File: config.mk
export PLATFORM = sky130hd
export DESIGN_NAME = bus_arbiter
export DESIGN_NICKNAME = d
export VERILOG_FILES = /design/src/rtl/sap2_bus_pkg.sv /design/src/rtl/rr_pick.sv /design/src/rtl/bus_arbiter.sv
export SDC_FILE = /design/constraint.sdc
export NUM_CORES = 1
export LEC_CHECK = 0
export BUFFER_PORTS_ARGS = -buffer_cell sky130_fd_sc_hd__buf_2
export CORE_MARGIN = 2
export CORE_UTILIZATION = 50
export DETAILED_ROUTE_END_ITERATION = 6
export PLACE_DENSITY = 0.71
export SYNTH_ARGS = -nofsm -noshare
export SYNTH_HDL_FRONTEND = slang
export SYNTH_HIERARCHICAL = 1
export SYNTH_SLANG_ARGS = --single-unit
File: constraint.sdc
create_clock -name i_clk -period 11.9 [get_ports i_clk]
set_clock_uncertainty 0.05 [all_clocks]
set_input_delay 2.38 -clock i_clk [delete_from_list [all_inputs] [get_ports i_clk]]
set_output_delay 2.38 -clock i_clk [all_outputs]
set_load 0.01 [all_outputs]
File: src/rtl/sap2_bus_pkg.sv
// rtl/sap2_bus_pkg.sv - shared state encoding, source indices and decision codes for the bus arbiter
package sap2_bus_pkg;

  typedef enum logic [1:0] {
    IDLE    = 2'd0,
    OWN     = 2'd1,
    BACKOFF = 2'd2
  } arb_state_e;

  // One code per priority rung resolved on each edge
  typedef enum logic [2:0] {
    ACT_IDLE    = 3'd0,
    ACT_CTRL    = 3'd1,
    ACT_BAD     = 3'd2,
    ACT_HOLD    = 3'd3,
    ACT_TMO     = 3'd4,
    ACT_BACKOFF = 3'd5,
    ACT_GRANT   = 3'd6
  } arb_act_e;

  localparam int A_REG = 0;
  localparam int T_REG = 1;
  localparam int B_REG = 2;
  localparam int C_REG = 3;
  localparam int RAM   = 4;
  localparam int STACK = 5;
  localparam int MDR   = 6;
  localparam int ALU   = 7;
  localparam int PC    = 8;

  localparam int NUM_BUS_SRC = 9;

endpackage

File: src/rtl/rr_pick.sv
// rtl/rr_pick.sv - rotating priority encoder: first set request at or after ptr, wrapping
module rr_pick #(
  parameter int N = 9,
  parameter int W = 4
) (
  input  logic [N-1:0] req,
  input  logic [W-1:0] ptr,
  output logic         found,
  output logic [W-1:0] idx,
  output logic [N-1:0] onehot
);

  int j;

  // Scan from farthest to nearest so the closest hit to ptr is written last
  always_comb begin
    found  = |req;
    idx    = '0;
    onehot = '0;
    j      = 0;
    for (int k = N - 1; k >= 0; k--) begin
      j = int'(ptr) + k;
      if (j >= N) j = j - N;
      if (req[j]) begin
        idx       = W'(j);
        onehot    = '0;
        onehot[j] = 1'b1;
      end
    end
  end

endmodule

File: src/rtl/bus_arbiter.sv
// rtl/bus_arbiter.sv - shared-bus owner sequencer: microcode priority, round robin, lock with watchdog
module bus_arbiter
  import sap2_bus_pkg::*;
#(
  parameter int NUM_REQ = NUM_BUS_SRC,
  parameter int TIMEOUT = 16,
  parameter int OWN_W   = 4
) (
  input  logic               i_clk,
  input  logic               i_rst_n,
  input  logic [NUM_REQ-1:0] i_req,
  input  logic [NUM_REQ-1:0] i_lock,
  input  logic               i_ctrl_valid,
  input  logic [NUM_REQ-1:0] i_ctrl_sel,
  input  logic               i_err_clr,
  output logic [NUM_REQ-1:0] o_gnt,
  output logic               o_busy,
  output logic [OWN_W-1:0]   o_owner,
  output logic               o_timeout,
  output logic               o_onehot_err
);

  localparam int HOLD_W = $clog2(TIMEOUT);
  localparam logic [HOLD_W-1:0] HOLD_MAX = HOLD_W'(TIMEOUT - 1);

  arb_state_e         state, state_d;
  arb_act_e           act;
  logic               ctrl_own, ctrl_own_d;
  logic [OWN_W-1:0]   rr_ptr, rr_ptr_d;
  logic [HOLD_W-1:0]  hold_cnt, hold_cnt_d;
  logic [NUM_REQ-1:0] gnt_d;
  logic [OWN_W-1:0]   owner_d;
  logic               timeout_d, err_d;

  logic               pick_found;
  logic [OWN_W-1:0]   pick_idx;
  logic [NUM_REQ-1:0] pick_onehot;
  logic               ctrl_any, ctrl_ok, owner_locked;
  logic [OWN_W-1:0]   ctrl_idx;
  logic [NUM_REQ-1:0] ctrl_first;

  function automatic logic [OWN_W-1:0] next_ptr(input logic [OWN_W-1:0] idx);
    return (idx == OWN_W'(NUM_REQ - 1)) ? '0 : idx + OWN_W'(1);
  endfunction

  rr_pick #(.N(NUM_REQ), .W(OWN_W)) u_pick (
    .req    (i_req),
    .ptr    (rr_ptr),
    .found  (pick_found),
    .idx    (pick_idx),
    .onehot (pick_onehot)
  );

  // Fixed-origin scan of the control word: one-hot exactly when its lowest set bit is the whole word
  rr_pick #(.N(NUM_REQ), .W(OWN_W)) u_ctrl_enc (
    .req    (i_ctrl_sel),
    .ptr    ('0),
    .found  (ctrl_any),
    .idx    (ctrl_idx),
    .onehot (ctrl_first)
  );

  assign ctrl_ok      = ctrl_any && (ctrl_first == i_ctrl_sel);
  assign owner_locked = (state == OWN) && !ctrl_own && i_req[o_owner] && i_lock[o_owner];
  assign o_busy       = |o_gnt;

  always_ff @(posedge i_clk or negedge i_rst_n) begin
    if (!i_rst_n) begin
      state        <= IDLE;
      ctrl_own     <= 1'b0;
      rr_ptr       <= '0;
      hold_cnt     <= '0;
      o_gnt        <= '0;
      o_owner      <= '0;
      o_timeout    <= 1'b0;
      o_onehot_err <= 1'b0;
    end else begin
      state        <= state_d;
      ctrl_own     <= ctrl_own_d;
      rr_ptr       <= rr_ptr_d;
      hold_cnt     <= hold_cnt_d;
      o_gnt        <= gnt_d;
      o_owner      <= owner_d;
      o_timeout    <= timeout_d;
      o_onehot_err <= err_d;
    end
  end

  always_comb begin
    act     = ACT_IDLE;
    state_d = IDLE;
    if (i_ctrl_valid) begin
      if (ctrl_ok) begin
        act     = ACT_CTRL;
        state_d = OWN;
      end else begin
        act = ACT_BAD;
      end
    end else if (owner_locked) begin
      if (hold_cnt < HOLD_MAX) begin
        act     = ACT_HOLD;
        state_d = OWN;
      end else begin
        act     = ACT_TMO;
        state_d = BACKOFF;
      end
    end else if (state == BACKOFF) begin
      act = ACT_BACKOFF;
    end else if (pick_found) begin
      act     = ACT_GRANT;
      state_d = OWN;
    end
  end

  always_comb begin
    gnt_d      = '0;
    owner_d    = '0;
    timeout_d  = 1'b0;
    ctrl_own_d = 1'b0;
    rr_ptr_d   = rr_ptr;
    hold_cnt_d = '0;
    err_d      = o_onehot_err & ~i_err_clr;
    case (act)
      ACT_CTRL: begin
        gnt_d      = i_ctrl_sel;
        owner_d    = ctrl_idx;
        ctrl_own_d = 1'b1;
      end
      ACT_BAD: err_d = 1'b1;
      ACT_HOLD: begin
        gnt_d      = o_gnt;
        owner_d    = o_owner;
        hold_cnt_d = hold_cnt + HOLD_W'(1);
      end
      ACT_TMO: begin
        timeout_d = 1'b1;
        rr_ptr_d  = next_ptr(o_owner);
      end
      ACT_GRANT: begin
        gnt_d    = pick_onehot;
        owner_d  = pick_idx;
        rr_ptr_d = next_ptr(pick_idx);
      end
      default: ;
    endcase
  end

endmodule
==> results.md <==
- DRT Pass-1 Iters: 7
- Post-synthesis adder-cell area fraction: 0.05479
- Final setup TNS: 0 ps
- Syn. warnings: 6
- Clk_lat worst skew: roughly 270 ps
- Final Util: 0.5162
- Delay-heaviest family, CP: compound AO/OA/AOI/OAI gates
- Initial antenna violation count: 0
- Outcome: finished with violations
- Detail Route Antenna Nets: 0
- Largest net degree at the start of global routing: between 70 and 80
- IO Count: 47
- Initial Util: 0.5078
- Share of layout cells above drive strength 1: 0.1010
- CTS tree: yes
- Root buf cell: clkbuf_16
- Post-synth EDFFs: 0
- R2R Setup Slk: approximately 4500 ps
- Slew margin rel.: 0.1503
- Global-route wire length before repair: a little over 80000 um
- # clock sinks: 26
- Violated checks: design-rule violations
- Rows: between 50 and 60
- Critical-path top delay cell: clkinv_1
- Synth Area in Compound Gates: 0.3853
- Drc violations: 1
- Crit-path max FO: 36
- Mean Syn Cell Area: 6.780 sq um
- HP Class: reg -> reg
- Port Buffer Count: between 40 and 50
- Via density: slightly above 7
- Fmax: 135.6 MHz
- Vias in the first global route: approximately 14000
- Pins over their slew limit: 0
- Setup crit end kind: flip-flop
- Setup bufs post-CTS: 0
- Commonest cells in the netlist: nand2_1, nor2_1, a21oi_1
- Buf/Inv on CP: 2
- Mux cell area share after synthesis: 0.09286
- All-layer global routing usage: 0.3899
- Required @ worst endpoint: 12000 ps
- Die Y: 163.9 um
- Main flop type after synthesis: dfrtp_1
- Area Overhead vs Synth: 1.664%
- Detailed Place HPWL: a little over 40000 um
- Drt initial violations: approximately 2800
- Post-synthesis simple-gate area fraction: 0.3011
- Die W: 163.9 um
- Min setup slack post-route: 4527 ps
- DR vias: 15690
- Post-CTS Hold Buffers: 0
- FFs w/ async S/R, synth: 1.000
- Routed wire length per instance: 25.10 um
- Core box area: 0.02518 sq mm
- H-tree depth: 1
- Max stage delay on crit path: roughly 820 ps
- TritonCTS buffer count: 3
- Sequential element share of the synthesized area: 0.05088
- Clk buf depth: 2
- Clk pin slew, worst setup/hold paths: 70 ps
- Final instance area: approximately 0.013 sq mm
- Fin nets: 1920
- Routability cong.: a little over 1
- Count leader, synth: nand2_1
- Max_cap viols: 0
- Routed WL: approximately 54000 um
- Tmin final: roughly 7400 ps
- Worst slew pin tran: roughly 1300 ps
- XOR/XNOR Fraction of Synth Area: 0.04061
- Leading area contributor after synthesis: a21oi_1
- Post-CTS sizing: 0
- WS Path Type: reg -> reg
- Critical path, cell by cell: buf_4, clkinv_1, ha_1, a21oi_1, o21ai_1, mux2i_1, mux4_2, o211ai_2, o311a_1, nand2_2, nor4_1, o2111a_1, a211oi_1, ha_1, xor2_1, nand2_1, a21oi_1, o31a_1
- RSZ-0062 raised after global routing: no
- Top post-synthesis cells by area: a21oi_1, ha_1, nand2_1
- Gr ovfl total: 0
- Post-Syn Area: between 0.01 and 0.015 sq mm
- Setup violators final: 0
- Synth cell types: between 100 and 150
- Post-Synthesis Cells: approximately 1900
- Hold Fails Final Rpt: 0
- Worst EP arrival: roughly 7500 ps
- Period utilization: 0.6196
- Dpl ws: 4623 ps
- Placed cell areas: about 0.013 sq mm
- Synth top area share: 0.05675
- Largest family of logic cells by synthesized area: compound AO/OA/AOI/OAI gates
- Die area: about 0.027 sq mm
- Seq cells post-synth: 26
- Startpoint types: flip-flop
- # diodes: 0
## layout by cell type (no fill, tap or decap), types with 10 or more instances in the layout
| master | n |
|---|---|
| xnor2_1 | 43 |
| inv_1 | 44 |
| a221oi_1 | 11 |
| o2111ai_1 | 15 |
| a21o_1 | 25 |
| mux2_2 | 22 |
| o211ai_1 | 29 |
| and3_1 | 31 |
| nand2_1 | 177 |
| a31oi_1 | 31 |
| buf_2 | 46 |
| or3_1 | 18 |
| o21ai_0 | 124 |
| mux4_2 | 15 |
| nand2b_1 | 36 |
| a211oi_1 | 31 |
| a32oi_1 | 19 |
| mux2i_1 | 59 |
| o21a_1 | 16 |
| nand4_1 | 21 |
| dfrtp_1 | 25 |
| nor2_1 | 159 |
| nor3_1 | 75 |
| o22ai_1 | 19 |
| ha_1 | 56 |
| nand3b_1 | 12 |
| nor4_1 | 21 |
| o21ai_1 | 10 |
| a21oi_1 | 145 |
| a2bb2oi_1 | 23 |
| nor2b_1 | 28 |
| o32ai_1 | 10 |
| o31ai_1 | 16 |
| and2_1 | 35 |
| nand3_1 | 78 |
| a21boi_0 | 12 |
| o211a_1 | 11 |
| conb_1 | 36 |
| or2_2 | 16 |
| buf_4 | 12 |
## worst paths after layout
check                                    to   startpoint  cells past startpoint
min in group asynchronous       hold_cnt[0]      i_rst_n                      1
worst min register to register  hold_cnt[0]  hold_cnt[0]                      1
worst max-delay path              rr_ptr[2]    rr_ptr[2]                     18
worst max register to register    rr_ptr[2]    rr_ptr[2]                     18
max in group asynchronous         rr_ptr[0]      i_rst_n                      1
worst min-delay path            hold_cnt[0]  hold_cnt[0]                      1
## stage by stage
stage	cells	hold slack, ps
CTS	2162	421.1
global route	2162	438.5
finish	2162	427.4
global placement	2158	409.7
floorplan	1921	383.1
detailed placement	2158	411.3
## registers in the layout, summed over array words and instances (netlist names)
name	count
o_gnt	9
hold_cnt	4
o_owner	4
rr_ptr	4
state	2
ctrl_own	1
o_onehot_err	1
o_timeout	1
## kinds of logic after synthesis
group           after synthesis
fa+ha+maj                    56
mux                          97
flops                        26
buf+inv                     200
other cells                   1
compound gates              688
simple gates                763
xor+xnor                     55
## layer usage
metal / vias to the layer above / wire [um] / part of all wire / track usage
li1: 7042 / - / - / -
met1: 7418 / 22680 / 0.42 / 0.5645
met2: 1114 / 22460 / 0.41 / 0.5735
met3: 120 / 7568 / 0.14 / 0.1040
met4: 0 / 1557 / 0.029 / 0.08812
met5: - / 0 / 0 / 0
## area by class of cell
class	count	area, sq um
Tap cell	330	412.9
Inverter	49	183.9
Timing Repair Buffer	58	320.3
Fill cell	2549	12180
Sequential cell	26	651.9
Clock inverter	1	30.03
Multi-Input combinational cell	1695	11330
Clock buffer	3	75.07
Power is left out: the tool's default activity adds up to more than one toggle a clock period on the data nets, which glitch-free logic cannot reach.
